`src/rtl/line_unpack_fifo.sv`:
```
// line_unpack_fifo
// Read-side unpacker for a wide memory read channel. One line at a time is
// captured. A contiguous range of WIDTH-bit elements from that line is then
// streamed, one per cycle, into a small show-ahead FIFO for the consumers.
// A separate combinational path pulls any single 64-bit word out of the
// incoming line. These word fetches do not go through the FIFO.
// Both element and word indexing are MSB-first: index 0 is the top slice.

module line_unpack_fifo #(
  parameter int FULL_WIDTH = 512,
  parameter int WIDTH      = 64,
  parameter int LOG_DEPTH  = 4
) (
  input  logic                               clk,
  input  logic                               rst,
  // unpacker load side
  input  logic                               load,
  input  logic [FULL_WIDTH-1:0]              line_data,
  input  logic [7:0]                         base,
  input  logic [7:0]                         bounds,
  output logic                               busy,
  // FIFO consumer side
  input  logic                               pop,
  output logic [WIDTH-1:0]                   q,
  output logic                               empty,
  output logic                               full,
  output logic [LOG_DEPTH:0]                 count,
  // 64-bit word extraction
  input  logic                               parse_valid,
  input  logic [$clog2(FULL_WIDTH/64)-1:0]   parse_idx,
  output logic [63:0]                        parse_word
);

  // Elements per line and 64-bit words per line.
  localparam int N     = FULL_WIDTH / WIDTH;
  localparam int NW    = FULL_WIDTH / 64;
  localparam int DEPTH = 1 << LOG_DEPTH;

  // The index registers must hold every value of the 8-bit base/bounds
  // inputs and the value N. They must also leave room for the comparison
  // against end. At least 9 bits keeps the zero-extension of the 8-bit
  // ports well defined.
  localparam int IW  = ($clog2(N + 1) > 9) ? $clog2(N + 1) : 9;
  // Width of the element selector. While busy, idx is always below N.
  localparam int ESW = (N > 1) ? $clog2(N) : 1;

  localparam logic [IW-1:0]       N_IDX     = IW'(N);
  localparam logic [LOG_DEPTH:0]  DEPTH_CNT = {1'b1, {LOG_DEPTH{1'b0}}};

  // ---------------------------------------------------------------------
  // Unpacker state
  // ---------------------------------------------------------------------
  logic [FULL_WIDTH-1:0] line_reg;
  logic [IW-1:0]         idx_reg;
  logic [IW-1:0]         end_reg;
  logic                  busy_reg;

  logic [IW-1:0]         base_ext;
  logic [IW-1:0]         bounds_ext;
  logic [IW-1:0]         end_clamped;
  logic [IW-1:0]         idx_next;
  logic [ESW-1:0]        elem_sel;
  logic [WIDTH-1:0]      push_data;

  // Held line split into MSB-first elements.
  logic [WIDTH-1:0]      elem [N];
  // Incoming line split into MSB-first 64-bit words for the parser.
  logic [63:0]           word [NW];

  // ---------------------------------------------------------------------
  // FIFO state
  // ---------------------------------------------------------------------
  logic [WIDTH-1:0]      mem [DEPTH];
  logic [LOG_DEPTH-1:0]  wr_ptr_reg;
  logic [LOG_DEPTH-1:0]  rd_ptr_reg;
  logic [LOG_DEPTH:0]    count_reg;
  logic [LOG_DEPTH:0]    count_next;
  logic                  empty_reg;
  logic                  full_reg;

  logic                  push;
  logic                  pop_ok;

  // ---------------------------------------------------------------------
  // Slicing of the held line and of the parser input
  // ---------------------------------------------------------------------
  genvar gi;
  generate
    for (gi = 0; gi < N; gi++) begin : g_elem
      assign elem[gi] = line_reg[FULL_WIDTH-1-WIDTH*gi -: WIDTH];
    end
    for (gi = 0; gi < NW; gi++) begin : g_word
      assign word[gi] = line_data[FULL_WIDTH-1-64*gi -: 64];
    end
  endgenerate

  // Load-time range arithmetic: the end index is clamped to the element count.
  assign base_ext    = IW'(base);
  assign bounds_ext  = IW'(bounds);
  assign end_clamped = (bounds_ext > N_IDX) ? N_IDX : bounds_ext;
  assign idx_next    = idx_reg + IW'(1);
  assign elem_sel    = idx_reg[ESW-1:0];
  assign push_data   = elem[elem_sel];

  // The unpacker pushes only when the FIFO has room. Because of this, a
  // push and a pop can never collide on a full FIFO. A pop of an empty
  // FIFO is dropped, even when a push happens in the same cycle.
  assign push   = busy_reg & ~full_reg;
  assign pop_ok = pop & ~empty_reg;

  // Unpacker: latch a line when idle, then walk idx up to end, one element per non-full cycle.
  always_ff @(posedge clk or posedge rst) begin
    if (rst) begin
      line_reg <= '0;
      idx_reg  <= '0;
      end_reg  <= '0;
      busy_reg <= 1'b0;
    end else if (busy_reg) begin
      // A load while busy is ignored. Upstream gates its reads on busy.
      if (!full_reg) begin
        idx_reg <= idx_next;
        if (idx_next >= end_reg) begin
          busy_reg <= 1'b0;
        end
      end
    end else if (load) begin
      line_reg <= line_data;
      idx_reg  <= base_ext;
      end_reg  <= end_clamped;
      busy_reg <= (base_ext < end_clamped);
    end
  end

  // FIFO storage write. The contents need no reset because q is masked while empty.
  always_ff @(posedge clk) begin
    if (push) begin
      mem[wr_ptr_reg] <= push_data;
    end
  end

  // Next occupancy: a push and a pop in the same cycle cancel out.
  always_comb begin
    count_next = count_reg;
    case ({push, pop_ok})
      2'b10:   count_next = count_reg + 1'b1;
      2'b01:   count_next = count_reg - 1'b1;
      default: count_next = count_reg;
    endcase
  end

  // FIFO pointers, occupancy and registered full/empty flags.
  always_ff @(posedge clk or posedge rst) begin
    if (rst) begin
      wr_ptr_reg <= '0;
      rd_ptr_reg <= '0;
      count_reg  <= '0;
      empty_reg  <= 1'b1;
      full_reg   <= 1'b0;
    end else begin
      if (push) begin
        wr_ptr_reg <= wr_ptr_reg + 1'b1;
      end
      if (pop_ok) begin
        rd_ptr_reg <= rd_ptr_reg + 1'b1;
      end
      count_reg <= count_next;
      empty_reg <= (count_next == '0);
      full_reg  <= (count_next == DEPTH_CNT);
    end
  end

  // Show-ahead head of the FIFO. It reads as zero whenever the FIFO is empty.
  assign q     = empty_reg ? '0 : mem[rd_ptr_reg];
  assign empty = empty_reg;
  assign full  = full_reg;
  assign count = count_reg;
  assign busy  = busy_reg;

  // Zero-latency word extraction from the incoming line.
  assign parse_word = parse_valid ? word[parse_idx] : 64'd0;

endmodule

```
`config.mk`:
```
export PLATFORM = sky130hd
export DESIGN_NAME = line_unpack_fifo
export DESIGN_NICKNAME = d
export VERILOG_FILES = /design/src/rtl/line_unpack_fifo.sv
export SDC_FILE = /design/constraint.sdc
export NUM_CORES = 2
export LEC_CHECK = 0
export CAP_MARGIN = 20
export CORE_MARGIN = 2
export CORE_UTILIZATION = 45
export DETAILED_ROUTE_END_ITERATION = 12
export HOLD_SLACK_MARGIN = 0.05
export PLACE_DENSITY_LB_ADDON = 0.3
export SETUP_SLACK_MARGIN = 0.05
export SLEW_MARGIN = 40
export SYNTH_ARGS = -nofsm -noshare
export SYNTH_HDL_FRONTEND = slang
export SYNTH_SLANG_ARGS = --single-unit
```
`constraint.sdc`:
```
create_clock -name clk -period 18.1 [get_ports clk]
set_clock_uncertainty 0.2 [all_clocks]
set_input_delay 2.715 -clock clk [delete_from_list [all_inputs] [get_ports clk]]
set_output_delay 2.715 -clock clk [all_outputs]
set_load 0.1 [all_outputs]
```
==> impl_metrics.ini <==
[placed_design]
pre_cts_slack_ns = 9.45
gp_congestion = 0.883
portBuffers = 671
dpl_cell_area_mm2 = 0.0762
place_hpwl_mm = 123

[grt]
antenna_found_initial = 57
grt_usage_pct = 24.9
grt_max_degree = 142
grt_pass1_wl_mm = 278
overflow = 0
grt_pass1_vias = 41600

[critical_path]
critPathLaunchType = input port
worstSetupPathType = input port to output pin
crit_fanout = 54
end_kind = output pin
worst_ep_required_time_ns = 15.19
worst_ep_arrival_time_ns = 5.59

[synthesis]
netlist_instances = 4501
syn_avg_cell_area_um2 = 15.1
ys_ff_latch = 1569
ys_seq_area_share_pct = 65.4
synth_area_mm2 = 0.0679
synth_edf_count = 1024
async_reset_ff_share_pct = 34.7
synth.distinct_cells = 54
yosys_warnings = 0
synth_ff_type = edfxtp_1

[pwr]
p_leak_uw = 0.0316
powerDensity_mw_per_mm2 = 187
p_total_uw = 15200
ir_drop_mv = 0.200

[timing]
min_period_ns = 8.50
finalCritPeriodShare_pct = 47.0
slew_viol_final = 0
worst_pin_slew_ns = 0.828
relSlewSlack_pct = 44.8
fmax_mhz = 118
setup_viol = 0
rsz0062_at_grt = no
hold_viol = 0
hold_slack_ns = 0.266
fin_ws_ns = 9.60
fin_tns_setup_ns = 0

[cts]
clockRootBuffer = clkbuf_16
postCtsHoldBufs = 0
clk_pin_slew_ns = 0.06
clk_path_buf_depth = 3
clock_latency_ns = 0.80
cts_resized = 0
postCtsSetupBuffers = 0
cts_sinks = 1569
cts_buffers = 158
htreeDepth = 4
cts_tree = done

[final_layout]
design_area_mm2 = 0.0814
fin_nets = 5682
area_growth_pct = 19.9
drive_gt1_share_pct = 20.0
fillCellCount = 12100
largest_reg_flops = 1024
multiInputGateArea_mm2 = 0.0222
regArea_mm2 = 0.0444

[detailed_routing]
wl_per_cell_um = 26.2
viasPerCell = 5.62
antenna_left = 0
drt_pre_antenna_iters = 5
drc = 0
drt_iter0_drc = 3729
vias = 41000
wl_mm = 191

[floorplan]
design.core.area_mm2 = 0.150
io_pins = 672
dieArea_mm2 = 0.154
die_y_um = 392
row_count = 142
start_util_pct = 45.3
die_w_um = 392

[hold_path]
hold_path_class = flip-flop to flip-flop

[flow_run]
maxCapViolations = 0

[run_status]
outcome = finished clean
-- cells in the final DEF, fill, tap and decap left out, types with 14 or more instances in the layout --
cell type           n
nand2_1          1568
dfrtp_1           539
buf_4              24
mux2_2             65
clkdlybuf4s50_1   531
buf_2             134
buf_6              27
clkbuf_1           46
edfxtp_1         1024
clkinv_1           21
diode_2            30
ha_1               25
nor2b_1            67
inv_1              15
mux2i_1           191
o21ai_0            18
clkinv_2           24
mux4_2            512
clkbuf_8           14
clkbuf_16         161
o22ai_1            64
-- cell type report --
| type | instances | area share, % |
|---|---|---|
| inverters | 18 | 0.0892 |
| well taps | 2016 | 3.10 |
| multi-input cells | 2629 | 27.3 |
| repair buffers | 744 | 8.66 |
| diodes | 30 | 0.0923 |
| clock buffers | 216 | 5.30 |
| clock inverters | 70 | 0.872 |
| flip-flops and latches | 1569 | 54.6 |
-- synth_stat cells (4+ instances only) --
cell      count  share of area [%]
ha_1         25               0.46
o22ai_1      64               0.59
o21ai_0      18               0.13
o21a_1        4              0.044
clkbuf_1    155               0.86
a21oi_1      13              0.096
nand2_1    1568                8.7
inv_1        17              0.094
buf_1        27               0.15
dfrtp_1     544                 20
buf_2        64               0.47
nor3b_1       5              0.055
nor3_1       11              0.081
xnor2_1      10               0.13
mux2i_1     192                2.8
nor2b_1      69               0.64
mux4_2      512                 17
nor2_1       22               0.12
buf_6        11               0.18
nand2b_1      7              0.065
buf_4        30               0.33
mux2_2       65                1.1
edfxtp_1   1024                 45
xor2_1        4              0.052
-- worst max-delay path, stage by stage --
cell and delay [ns]:
clkbuf_8 0.57, buf_6 0.59, mux4_2 0.59, mux2i_1 0.44, nor2b_1 0.14, buf_2 0.32
-- cell families after synthesis --
logic type,synth area share (%)
buffers and inverters,2.10
adders and majority gates,0.490
AOI/OAI and AO/OA,1.05
and+or+nand+nor,9.82
other,0.00553
muxes,20.9
xor gates and xnor gates,0.205
DFF,65.4
-- routing by layer --
metal	share of wire, %	routed length [um]	vias up	global-route usage (%)
met5	0.18	345	-	0
met4	2.6	5010	48	7.50
met2	48	91500	1599	39.6
li1	-	-	17800	-
met1	42	79800	21200	35.0
met3	7.5	14300	283	4.94
-- power by group --
| part | total (uW) | switching, uW | internal (uW) |
|---|---|---|---|
| Clock | 3180 | 1400 | 1790 |
| Sequential | 5870 | 418 | 5450 |
| Combinational | 6160 | 4200 | 1960 |
-- path summary, 6_finish.rpt --
check                             start              to  slack [ns]  cells after the start
setup / recovery           parse_idx[0]  parse_word[32]        9.60                      6
hold / removal                 elem[54]        elem[54]        0.27                      2
setup reg to reg             idx_reg[0]            busy       13.78                     11
hold reg to reg                elem[54]        elem[54]        0.27                      2
max in group asynchronous           rst       elem[498]       12.31                      8
min in group asynchronous           rst       elem[153]        2.29                      3
-- through the flow --
| step | utilization (%) | instances |
|---|---|---|
| floorplan | - | 4504 |
| global placement | 51.0 | 6956 |
| detailed placement | 50.9 | 6973 |
| CTS | 54.2 | 7259 |
| global route | 54.3 | 7281 |
| finish | 54.3 | 7292 |
Note: power is estimated with default switching activity, not from simulation.
